===== config.mk =====
export PLATFORM = sky130hd
export DESIGN_NAME = bus_seq_flat
export DESIGN_NICKNAME = d
export VERILOG_FILES = /design/src/rtl/bus_seq_pkg.sv /design/src/rtl/bus_seq_if.sv /design/src/rtl/bus_seq_decode.sv /design/src/rtl/bus_seq.sv /design/src/flat_wrapper.sv
export SDC_FILE = /design/constraint.sdc
export NUM_CORES = 1
export LEC_CHECK = 0
export BUFFER_PORTS_ARGS = -buffer_cell sky130_fd_sc_hd__buf_2
export CORE_ASPECT_RATIO = 0.75
export CORE_UTILIZATION = 45
export CTS_BUF_LIST = sky130_fd_sc_hd__clkbuf_8
export DETAILED_ROUTE_END_ITERATION = 8
export PLACE_DENSITY = 0.69
export SYNTH_ARGS = -nofsm -noshare
export SYNTH_HDL_FRONTEND = slang
export SYNTH_SLANG_ARGS = --single-unit

===== constraint.sdc =====
create_clock -name clk -period 2.45 [get_ports clk]
set_input_delay 0.49 -clock clk [delete_from_list [all_inputs] [get_ports clk]]
set_output_delay 0.49 -clock clk [all_outputs]
set_load 0.05 [all_outputs]

===== src/rtl/bus_seq_pkg.sv =====
// bus_seq_pkg: opcodes, FSM state encoding, opcode classes and the strobe
// vector shared by the bus_seq sequencer, its decoder and the bench.
// BUS_SEQ_HALT_EN adds the HALTED state and classifies opcode F as HALT.
package bus_seq_pkg;

  localparam logic [3:0] OP_NOP   = 4'h0;
  localparam logic [3:0] OP_LDA   = 4'h1;
  localparam logic [3:0] OP_LDB   = 4'h2;
  localparam logic [3:0] OP_MOVAB = 4'h3;
  localparam logic [3:0] OP_MOVBA = 4'h4;
  localparam logic [3:0] OP_ADD   = 4'h5;
  localparam logic [3:0] OP_SUB   = 4'h6;
  localparam logic [3:0] OP_OUTA  = 4'h7;
  localparam logic [3:0] OP_OUTB  = 4'h8;
  localparam logic [3:0] OP_CLRA  = 4'h9;
  localparam logic [3:0] OP_CLRB  = 4'hA;
  localparam logic [3:0] OP_HALT  = 4'hF;

  typedef enum logic [2:0] {
    ST_IDLE,
    ST_DECODE,
    ST_DRIVE,
    ST_LATCH,
    ST_DONE
`ifdef BUS_SEQ_HALT_EN
    , ST_HALTED
`endif
  } state_t;

  typedef enum logic [2:0] {
    CL_NOP,
    CL_IMM,
    CL_XFER,
    CL_ILL,
    CL_HALT
  } op_class_t;

  // out_ld is the internal destination strobe for the output latch.
  typedef struct packed {
    logic rs1;
    logic rs2;
    logic rs3;
    logic rs4;
    logic ws1;
    logic ws2;
    logic ws_alu;
    logic alu_sub;
    logic lrst_a;
    logic lrst_b;
    logic out_ld;
  } strobe_t;

  function automatic op_class_t op_class(input logic [3:0] op);
    op_class_t c;
    case (op)
      OP_NOP:                            c = CL_NOP;
      OP_LDA, OP_LDB, OP_CLRA, OP_CLRB:  c = CL_IMM;
      OP_MOVAB, OP_MOVBA, OP_ADD,
      OP_SUB, OP_OUTA, OP_OUTB:          c = CL_XFER;
`ifdef BUS_SEQ_HALT_EN
      OP_HALT:                           c = CL_HALT;
`endif
      default:                           c = CL_ILL;
    endcase
    return c;
  endfunction

endpackage


===== src/rtl/bus_seq_if.sv =====
// bus_seq_if: instruction handshake, register-file strobes and bus view of
// the bus_seq sequencer. master = sequencer side, slave = environment side.
interface bus_seq_if #(
  parameter int unsigned DW = 4
);
  logic          instr_valid;
  logic          instr_ready;
  logic [7:0]    instr;
  logic [DW-1:0] imm;
  logic          rs1;
  logic          rs2;
  logic          rs3;
  logic          rs4;
  logic          ws1;
  logic          ws2;
  logic          ws_alu;
  logic          alu_sub;
  logic          lrst_a;
  logic          lrst_b;
  logic [DW-1:0] bus;
  logic [DW-1:0] out_q;
  logic          out_vld;
  logic          done;
  logic          illegal;

  modport master (
    input  instr_valid, instr, bus,
    output instr_ready, imm, rs1, rs2, rs3, rs4, ws1, ws2, ws_alu, alu_sub,
           lrst_a, lrst_b, out_q, out_vld, done, illegal
  );

  modport slave (
    output instr_valid, instr, bus,
    input  instr_ready, imm, rs1, rs2, rs3, rs4, ws1, ws2, ws_alu, alu_sub,
           lrst_a, lrst_b, out_q, out_vld, done, illegal
  );
endinterface


===== src/rtl/bus_seq_decode.sv =====
// bus_seq_decode: combinational map from (state, latched opcode) to the
// strobe vector. Sources drive in DRIVE and LATCH, destinations load in
// LATCH only; every other state yields all-zero strobes.
module bus_seq_decode
  import bus_seq_pkg::*;
(
  input  state_t     state,
  input  logic [3:0] op,
  output strobe_t    strb
);
  logic src_ph;
  logic dst_ph;

  assign src_ph = (state == ST_DRIVE) || (state == ST_LATCH);
  assign dst_ph = (state == ST_LATCH);

  // Opcode to source/destination strobe selection
  always_comb begin
    strb = '0;
    case (op)
      OP_LDA:   strb.rs1 = dst_ph;
      OP_LDB:   strb.rs3 = dst_ph;
      OP_MOVAB: begin
        strb.ws1 = src_ph;
        strb.rs4 = dst_ph;
      end
      OP_MOVBA: begin
        strb.ws2 = src_ph;
        strb.rs2 = dst_ph;
      end
      OP_ADD: begin
        strb.ws_alu = src_ph;
        strb.rs2    = dst_ph;
      end
      OP_SUB: begin
        strb.ws_alu  = src_ph;
        strb.alu_sub = src_ph;
        strb.rs2     = dst_ph;
      end
      OP_OUTA: begin
        strb.ws1    = src_ph;
        strb.out_ld = dst_ph;
      end
      OP_OUTB: begin
        strb.ws2    = src_ph;
        strb.out_ld = dst_ph;
      end
      OP_CLRA:  strb.lrst_a = dst_ph;
      OP_CLRB:  strb.lrst_b = dst_ph;
      default:  strb = '0;
    endcase
  end
endmodule


===== src/rtl/bus_seq.sv =====
// bus_seq: microcode sequencer and bus initiator for the 4-bit register file.
// Steps one instruction through IDLE/DECODE/DRIVE/LATCH/DONE, emits Moore
// strobes, and captures OUT results from the shared bus into out_q.
// Define BUS_SEQ_HALT_EN to make opcode F a HALT into the HALTED state.
module bus_seq
  import bus_seq_pkg::*;
#(
  parameter int unsigned SETTLE_CYC = 1,
  parameter int unsigned DW         = 4
) (
  input logic       clk,
  input logic       grst,
  bus_seq_if.master bif
);
  state_t        state;
  state_t        state_nxt;
  logic [3:0]    op_q;
  logic [2:0]    settle_cnt;
  logic [DW-1:0] imm_q;
  logic [DW-1:0] out_q_q;
  logic          out_vld_q;
  logic          illegal_q;
  logic          accept;
  op_class_t     cls;
  strobe_t       strb;

  assign accept = bif.instr_valid && (state == ST_IDLE);
  assign cls    = op_class(op_q);

  // State register
  always_ff @(posedge clk) begin
    if (grst) state <= ST_IDLE;
    else      state <= state_nxt;
  end

  // Next-state logic
  always_comb begin
    state_nxt = state;
    case (state)
      ST_IDLE:   if (accept) state_nxt = ST_DECODE;
      ST_DECODE: begin
        case (cls)
          CL_IMM:  state_nxt = ST_LATCH;
          CL_XFER: state_nxt = ST_DRIVE;
          default: state_nxt = ST_DONE;
        endcase
      end
      ST_DRIVE:  if (settle_cnt == 3'd1) state_nxt = ST_LATCH;
      ST_LATCH:  state_nxt = ST_DONE;
`ifdef BUS_SEQ_HALT_EN
      ST_DONE:   state_nxt = (op_q == OP_HALT) ? ST_HALTED : ST_IDLE;
      ST_HALTED: state_nxt = ST_HALTED;
`else
      ST_DONE:   state_nxt = ST_IDLE;
`endif
      default:   state_nxt = ST_IDLE;
    endcase
  end

  // Instruction latch, settle counter, output latch and sticky illegal flag
  always_ff @(posedge clk) begin
    if (grst) begin
      op_q       <= '0;
      imm_q      <= '0;
      settle_cnt <= '0;
      out_q_q    <= '0;
      out_vld_q  <= 1'b0;
      illegal_q  <= 1'b0;
    end else begin
      if (accept) begin
        op_q  <= bif.instr[7:4];
        imm_q <= DW'(bif.instr[3:0]);
      end
      if (state == ST_DECODE)     settle_cnt <= 3'(SETTLE_CYC);
      else if (state == ST_DRIVE) settle_cnt <= settle_cnt - 3'd1;
      if ((state == ST_DECODE) && (cls == CL_ILL)) illegal_q <= 1'b1;
      // Capture on the LATCH-exit edge so out_q and out_vld appear in DONE.
      out_vld_q <= strb.out_ld;
      if (strb.out_ld) out_q_q <= bif.bus;
    end
  end

  bus_seq_decode u_decode (
    .state (state),
    .op    (op_q),
    .strb  (strb)
  );

  assign bif.instr_ready = (state == ST_IDLE);
  assign bif.imm         = imm_q;
  assign bif.rs1         = strb.rs1;
  assign bif.rs2         = strb.rs2;
  assign bif.rs3         = strb.rs3;
  assign bif.rs4         = strb.rs4;
  assign bif.ws1         = strb.ws1;
  assign bif.ws2         = strb.ws2;
  assign bif.ws_alu      = strb.ws_alu;
  assign bif.alu_sub     = strb.alu_sub;
  assign bif.lrst_a      = strb.lrst_a;
  assign bif.lrst_b      = strb.lrst_b;
  assign bif.out_q       = out_q_q;
  assign bif.out_vld     = out_vld_q;
  assign bif.done        = (state == ST_DONE);
  assign bif.illegal     = illegal_q;
endmodule


===== src/flat_wrapper.sv =====
// flat-port wrapper written by rule: the top's interface ports become plain ports
module bus_seq_flat import bus_seq_pkg::*;
#(
  parameter int unsigned SETTLE_CYC = 1,
  parameter int unsigned DW         = 4
)
  (clk, grst, bif_instr_valid, bif_instr, bif_bus, bif_instr_ready, bif_imm, bif_rs1, bif_rs2, bif_rs3, bif_rs4, bif_ws1, bif_ws2, bif_ws_alu, bif_alu_sub, bif_lrst_a, bif_lrst_b, bif_out_q, bif_out_vld, bif_done, bif_illegal);
  bus_seq_if #(.DW(DW)) bif_i ();
  input logic clk;
  input logic grst;
  input wire logic [$bits(bif_i.instr_valid)-1:0] bif_instr_valid;
  input wire logic [$bits(bif_i.instr)-1:0] bif_instr;
  input wire logic [$bits(bif_i.bus)-1:0] bif_bus;
  output wire logic [$bits(bif_i.instr_ready)-1:0] bif_instr_ready;
  output wire logic [$bits(bif_i.imm)-1:0] bif_imm;
  output wire logic [$bits(bif_i.rs1)-1:0] bif_rs1;
  output wire logic [$bits(bif_i.rs2)-1:0] bif_rs2;
  output wire logic [$bits(bif_i.rs3)-1:0] bif_rs3;
  output wire logic [$bits(bif_i.rs4)-1:0] bif_rs4;
  output wire logic [$bits(bif_i.ws1)-1:0] bif_ws1;
  output wire logic [$bits(bif_i.ws2)-1:0] bif_ws2;
  output wire logic [$bits(bif_i.ws_alu)-1:0] bif_ws_alu;
  output wire logic [$bits(bif_i.alu_sub)-1:0] bif_alu_sub;
  output wire logic [$bits(bif_i.lrst_a)-1:0] bif_lrst_a;
  output wire logic [$bits(bif_i.lrst_b)-1:0] bif_lrst_b;
  output wire logic [$bits(bif_i.out_q)-1:0] bif_out_q;
  output wire logic [$bits(bif_i.out_vld)-1:0] bif_out_vld;
  output wire logic [$bits(bif_i.done)-1:0] bif_done;
  output wire logic [$bits(bif_i.illegal)-1:0] bif_illegal;
  assign bif_i.instr_valid = bif_instr_valid;
  assign bif_i.instr = bif_instr;
  assign bif_i.bus = bif_bus;
  assign bif_instr_ready = bif_i.instr_ready;
  assign bif_imm = bif_i.imm;
  assign bif_rs1 = bif_i.rs1;
  assign bif_rs2 = bif_i.rs2;
  assign bif_rs3 = bif_i.rs3;
  assign bif_rs4 = bif_i.rs4;
  assign bif_ws1 = bif_i.ws1;
  assign bif_ws2 = bif_i.ws2;
  assign bif_ws_alu = bif_i.ws_alu;
  assign bif_alu_sub = bif_i.alu_sub;
  assign bif_lrst_a = bif_i.lrst_a;
  assign bif_lrst_b = bif_i.lrst_b;
  assign bif_out_q = bif_i.out_q;
  assign bif_out_vld = bif_i.out_vld;
  assign bif_done = bif_i.done;
  assign bif_illegal = bif_i.illegal;
  bus_seq #(.SETTLE_CYC(SETTLE_CYC), .DW(DW)) u_core (.clk(clk), .grst(grst), .bif(bif_i));
endmodule

==> results.py, run 1 <==
metrics = {
    "worst_hold_path": {
        "hp-class": "in -> reg",
    },
    "setup_path": {
        "required_ns": 1.96,
        "cpMostUsedCell": "nor2_1",
        "endpoint_kind": "output port",
        "slowest_stage": "dfxtp_1",
        "crit_fanout": 14,
        "critPathKind": "reg -> out",
        "cpPeakStageDelay_ns": 0.46,
        "path_cells": "nand2b_1 -> nor2_1 -> nand3b_1 -> nor2_1 -> buf_2",
        "worstSetupStartpointType": "flip-flop",
        "crit_arrival_ns": 1.68,
    },
    "placed_design": {
        "hpwl_um": 1830,
        "io_buffers": 36,
        "gp_congestion": 0.797,
    },
    "timing": {
        "hold_viol": 0,
        "setup_viol": 0,
        "finClkSkew_ns": 0.00463,
        "tightest_slew_ns": 0.496,
        "relSlewSlack": 0.669,
        "rsz0062_at_grt": "no",
        "fin_crit_sh": 0.884,
        "min_period_ns": 2.17,
        "max_freq_ghz": 0.462,
        "finalMaxSlewViolations": 0,
        "tns_ns": 0,
    },
    "clock_tree": {
        "cts.sinks": 22,
        "post_cts_buffers": 0,
        "cts_tree": "built",
        "ctsHoldBuffers": 0,
        "root_buffer": "clkbuf_8",
        "clk_pin_slew_ns": 0.07,
        "cts.path.max_buffers": 2,
        "cts-resized-gates": 0,
        "h-tree-depth": 1,
        "clk-insertion-delay-late_ns": 0.26,
        "cts_buffers": 3,
    },
    "synthesis": {
        "synth.distinct_cells": 35,
        "yosysWarnings": 0,
        "async_flop_share": 0,
        "synth_xor_xnor_area_share": 0.00726,
        "yosysTopAreaCellShare": 0.365,
        "synthMuxAreaShare": 0.0498,
        "yosysSeqAreaShare": 0.365,
        "netlist_top_cells_count": "dfxtp_1, nor2_1, nand2_1",
        "synth-seq-cells": 22,
        "synthAdderAreaFrac": 0.0622,
        "postSynthNetCount": 168,
        "avgSynthCellArea_um2": 8.21,
        "synth_edf_count": 0,
        "synth-simple-area-share": 0.301,
        "syn-cell-area_um2": 1210,
        "yosys.area.top_type": "dfxtp_1",
        "synth_top_family_by_area": "simple AND/OR/NAND/NOR gates",
        "synth_flop_cell": "dfxtp_1",
        "syn-instance-count": 147,
        "synth.most_common_cell": "dfxtp_1",
        "synth_area_leaders": "dfxtp_1, ha_1, nor2_1",
        "synth_compound_area_frac": 0.137,
    },
    "final_layout": {
        "multi_input_area_um2": 678,
        "fillers": 232,
        "n_antenna_cell": 0,
        "drive_above_1_share": 0.270,
        "register_area_um2": 442,
        "num-nets-final": 200,
        "area_delta_synth_final_pct": 19.9,
    },
    "flow_run": {
        "maxCapViolCount": 0,
    },
    "die": {
        "die_h_um": 46.8,
        "initial_core_util": 0.498,
        "design.die.area_um2": 2890,
        "fp.dieW_um": 61.8,
        "io_pins": 37,
        "core_um2": 2420,
        "rows": 15,
    },
    "power": {
        "leakage_nw": 0.676,
        "p_per_area_nw_per_um2": 700,
        "ir_worst_vdd_uv": 325,
        "finalPower_mw": 1.01,
    },
    "drt": {
        "routed_wl_um": 2440,
        "first_pass_iters": 4,
        "drc": 0,
        "drt_iter0_markers": 48,
        "num_vias": 1067,
        "antenna_left": 0,
        "wire_per_inst_um": 11.5,
        "vias_per_cell": 5.03,
    },
    "global_route": {
        "grtUsageMet1": 0.240,
        "antenna_found_initial": 0,
        "use_met3": 0.0496,
        "track_usage": 0.191,
        "grt_pass1_wl_um": 3970,
        "grt.met2_usage": 0.320,
        "grt_max_degree": 23,
        "grt_overflow": 0,
        "grt_pass1_vias": 915,
        "top_usage_layer": "met2",
    },
    "status": {
        "status": "finished, final reports clean",
    },
}
==> critical path: cells and delay by family, from the launching register on <==
kind	cells	cell delay [ns]
buf+inv	1	0.26
flops	1	0.46
simple gates	4	0.68
==> logic make-up after synthesis <==
kind of cell,Yosys count
and+or+nand+nor,66
AOI/OAI and AO/OA,26
DFF,22
buffers and inverters,20
muxes,6
adders and majority gates,6
xor gates and xnor gates,1
==> sequential cells by signal (all words and copies together) (netlist names) <==
name                flops
u_core.bif.illegal      1
u_core.bif.imm          4
u_core.bif.out_q        4
u_core.bif.out_vld      1
u_core.cls              2
u_core.op_q             4
u_core.settle_cnt       3
u_core.state            3
==> layout make-up <==
class,count,area share
clock buffers,4,0.0381
multi-input cells,105,0.469
inverters,9,0.0234
repair buffers,38,0.135
well taps,34,0.0294
flip-flops and latches,22,0.305
==> through the flow <==
stage | instance area [µm²] | util | hold slack (ns) | instances | worst slack (ns)
detailed placement | 1390 | 0.574 | 0.453 | 208 | 0.287
global placement | 1390 | 0.574 | 0.446 | 208 | 0.355
global route | 1450 | 0.597 | 0.466 | 212 | 0.133
CTS | 1450 | 0.597 | 0.459 | 212 | 0.126
floorplan | 1210 | - | 0.436 | 147 | 0.0906
finish | 1450 | 0.597 | 0.464 | 212 | 0.284
==> report_power, final <==
part | internal, mW | switching [mW] | total (mW)
Clock | 0.143 | 0.113 | 0.256
Sequential | 0.396 | 0.0565 | 0.453
Combinational | 0.123 | 0.180 | 0.303
Total | 0.663 | 0.349 | 1.01
==> cells in the final DEF (no fill, tap or decap), types with 2 or more instances in the layout <==
master,netlist,final
buf_2,3,36
dfxtp_1,22,21
nor2_1,20,20
nand2_1,17,17
a21oi_1,12,12
inv_1,9,9
nand2b_1,6,6
mux2i_1,6,6
ha_1,6,6
nor3_1,5,5
nand3b_1,4,4
clkbuf_8,0,4
a21o_1,3,3
nor4b_1,3,3
nor2b_1,2,2
o21ai_0,2,2
a211oi_1,2,2
buf_4,0,2
==> per-layer routing <==
| layer | share of wire | wire [µm] |
|---|---|---|
| met5 | 0 | 0 |
| met4 | 0.011 | 28 |
| met1 | 0.49 | 1190 |
| met3 | 0.037 | 90 |
| met2 | 0.46 | 1130 |
==> final timing paths <==
path	startpoint	to	slack, ns	cells after the start
setup / recovery	u_core.state[2]	bif_rs1	0.28	5
hold / removal	bif_instr[1]	u_core.bif.imm[1]	0.46	3
setup reg to reg	u_core.state[2]	u_core.cls[0]	0.35	8
hold reg to reg	u_core.bif.imm[0]	u_core.bif.imm[0]	0.47	2
Note: power is estimated with default switching activity, not from simulation.
==> run 2: changes to the inputs <==
clock period = 2.05 ns   (was 2.45 ns; I/O delays follow)
==> results.py, run 2 (synthesized netlist as in run 1, its figures left out) <==
metrics = {
    "placed_design": {
        "placed_area_um2": 1440,
        "hpwl_um": 1900,
        "dp_slack_ns": 0.0644,
        "io_buffers": 36,
        "dp_cells": 213,
        "gp_congestion": 0.843,
    },
    "die": {
        "fp.dieW_um": 61.8,
        "die_h_um": 46.8,
        "design.die.area_um2": 2890,
        "core_um2": 2420,
        "initial_core_util": 0.498,
        "io_pins": 37,
        "rows": 15,
    },
    "clock_tree": {
        "clk-insertion-delay-late_ns": 0.26,
        "cts_buffers": 3,
        "cts.path.max_buffers": 2,
        "cts_tree": "built",
        "cts.sinks": 22,
        "ctsHoldBuffers": 0,
        "root_buffer": "clkbuf_8",
        "post_cts_buffers": 0,
        "h-tree-depth": 1,
        "cts-resized-gates": 6,
        "clk_pin_slew_ns": 0.08,
    },
    "global_route": {
        "antenna_found_initial": 0,
        "grt_pass1_vias": 970,
        "grt_overflow": 0,
        "grt_max_degree": 23,
        "grt_pass1_wl_um": 4060,
        "track_usage": 0.198,
    },
    "flow_run": {
        "maxCapViolCount": 0,
    },
    "drt": {
        "num_vias": 1102,
        "vias_per_cell": 5.08,
        "wire_per_inst_um": 12.1,
        "drt_iter0_markers": 43,
        "first_pass_iters": 4,
        "routed_wl_um": 2630,
        "drc": 0,
        "antenna_left": 0,
    },
    "timing": {
        "max_freq_ghz": 0.505,
        "tightest_slew_ns": 0.417,
        "rsz0062_at_grt": "yes",
        "hold_viol": 0,
        "fin_ws_ns": 0.0694,
        "finalMaxSlewViolations": 0,
        "min_period_ns": 1.98,
        "relSlewSlack": 0.722,
        "finClkSkew_ns": 0.00278,
        "setup_viol": 0,
        "fin_crit_sh": 0.966,
    },
    "power": {
        "p_per_area_nw_per_um2": 808,
        "leakage_nw": 0.709,
        "ir_worst_vdd_uv": 523,
    },
    "setup_path": {
        "crit_arrival_ns": 1.57,
        "endpoint_kind": "output port",
        "critPathCapture": "bif_rs3",
        "critical_path.reg2reg.endpoint": "u_core.cls[0]",
        "worstSetupStartpoint": "u_core.state[2]",
        "cpPeakStageDelay_ns": 0.33,
        "required_ns": 1.64,
        "reg2reg_slack_ns": 0.15,
        "path_cells": "buf_4 -> nand2b_2 -> nor2_2 -> nand3b_1 -> nor2_1 -> buf_6",
        "slowest_stage": "dfxtp_1",
        "worstSetupStartpointType": "flip-flop",
        "rr_worst_depth": 8,
        "critPathKind": "reg -> out",
        "crit_fanout": 7,
        "r2r-start": "u_core.state[0]",
    },
    "final_layout": {
        "area_delta_synth_final_pct": 28.3,
        "fin_area_um2": 1550,
        "drive_above_1_share": 0.322,
        "n_antenna_cell": 0,
        "num-nets-final": 205,
        "layout_common_cells": "buf_2, dfxtp_1, nor2_1",
        "finalNonFillerCells": 217,
        "fillers": 208,
        "final_common_cell": "buf_2",
    },
    "worst_hold_path": {
        "hp-class": "in -> reg",
    },
    "status": {
        "status": "finished, final reports clean",
    },
}
[run 2: cell types whose count changed in the layout (fill, tap and decap cells not counted), moves of 2 or more]
| cell | change |
|---|---|
| buf_6 | +6 |
| nor3_2 | +2 |
| buf_4 | +5 |
| nor3_1 | -2 |
| nor2_2 | +2 |
| buf_2 | -7 |
| nor2_1 | -2 |
[run 2: how the worst min path moves through the flow]
stage	start	endpoint	slack, ns	cells past startpoint
floorplan	u_core.settle_cnt[1]	u_core.settle_cnt[1]	0.44	2
CTS	bif_instr[2]	u_core.bif.imm[2]	0.38	3
finish	bif_bus[2]	u_core.bif.out_q[2]	0.38	3
global placement	u_core.bif.imm[0]	u_core.bif.imm[0]	0.44	2
detailed placement	u_core.bif.imm[1]	u_core.bif.imm[1]	0.44	2
global route	bif_instr[0]	u_core.bif.imm[0]	0.39	3
[run 2: final cells by class]
class                   count  area (µm²)  share of cell area
clock buffers               4        55.1              0.0356
repair buffers             43         273               0.176
inverters                   9        33.8              0.0218
well taps                  34        42.5              0.0275
flip-flops and latches     22         440               0.285
multi-input cells         105         703               0.454
[run 2: report_power, final]
group / internal [mW] / switching [mW]
registers: 0.473 / 0.0474
clock network: 0.171 / 0.136
logic: 0.173 / 0.249
[run 2: critical path, delay by kind of cell, from the launching register on]
| kind | cells | cell delay, ns |
|---|---|---|
| buffers and inverters | 2 | 0.34 |
| DFF | 1 | 0.33 |
| and+or+nand+nor | 4 | 0.64 |
[run 2: layer usage]
| layer | GRT usage | vias up | share of wire |
|---|---|---|---|
| met1 | 0.236 | 503 | 0.46 |
| met4 | 0.0800 | 0 | 0.014 |
| li1 | - | 570 | - |
| met2 | 0.333 | 24 | 0.49 |
| met3 | 0.0661 | 5 | 0.036 |
| met5 | 0 | - | 0 |
[run 2: per-stage QoR]
stage               total power [mW]  TNS [ns]  utilization  hold slack, ns
floorplan                      0.846         0            -           0.436
finish                          1.25         0        0.639           0.377
global route                    1.33   -0.0844        0.639           0.390
CTS                             1.25         0        0.625           0.375
detailed placement             0.942         0        0.596           0.444
global placement               0.930         0        0.596           0.440
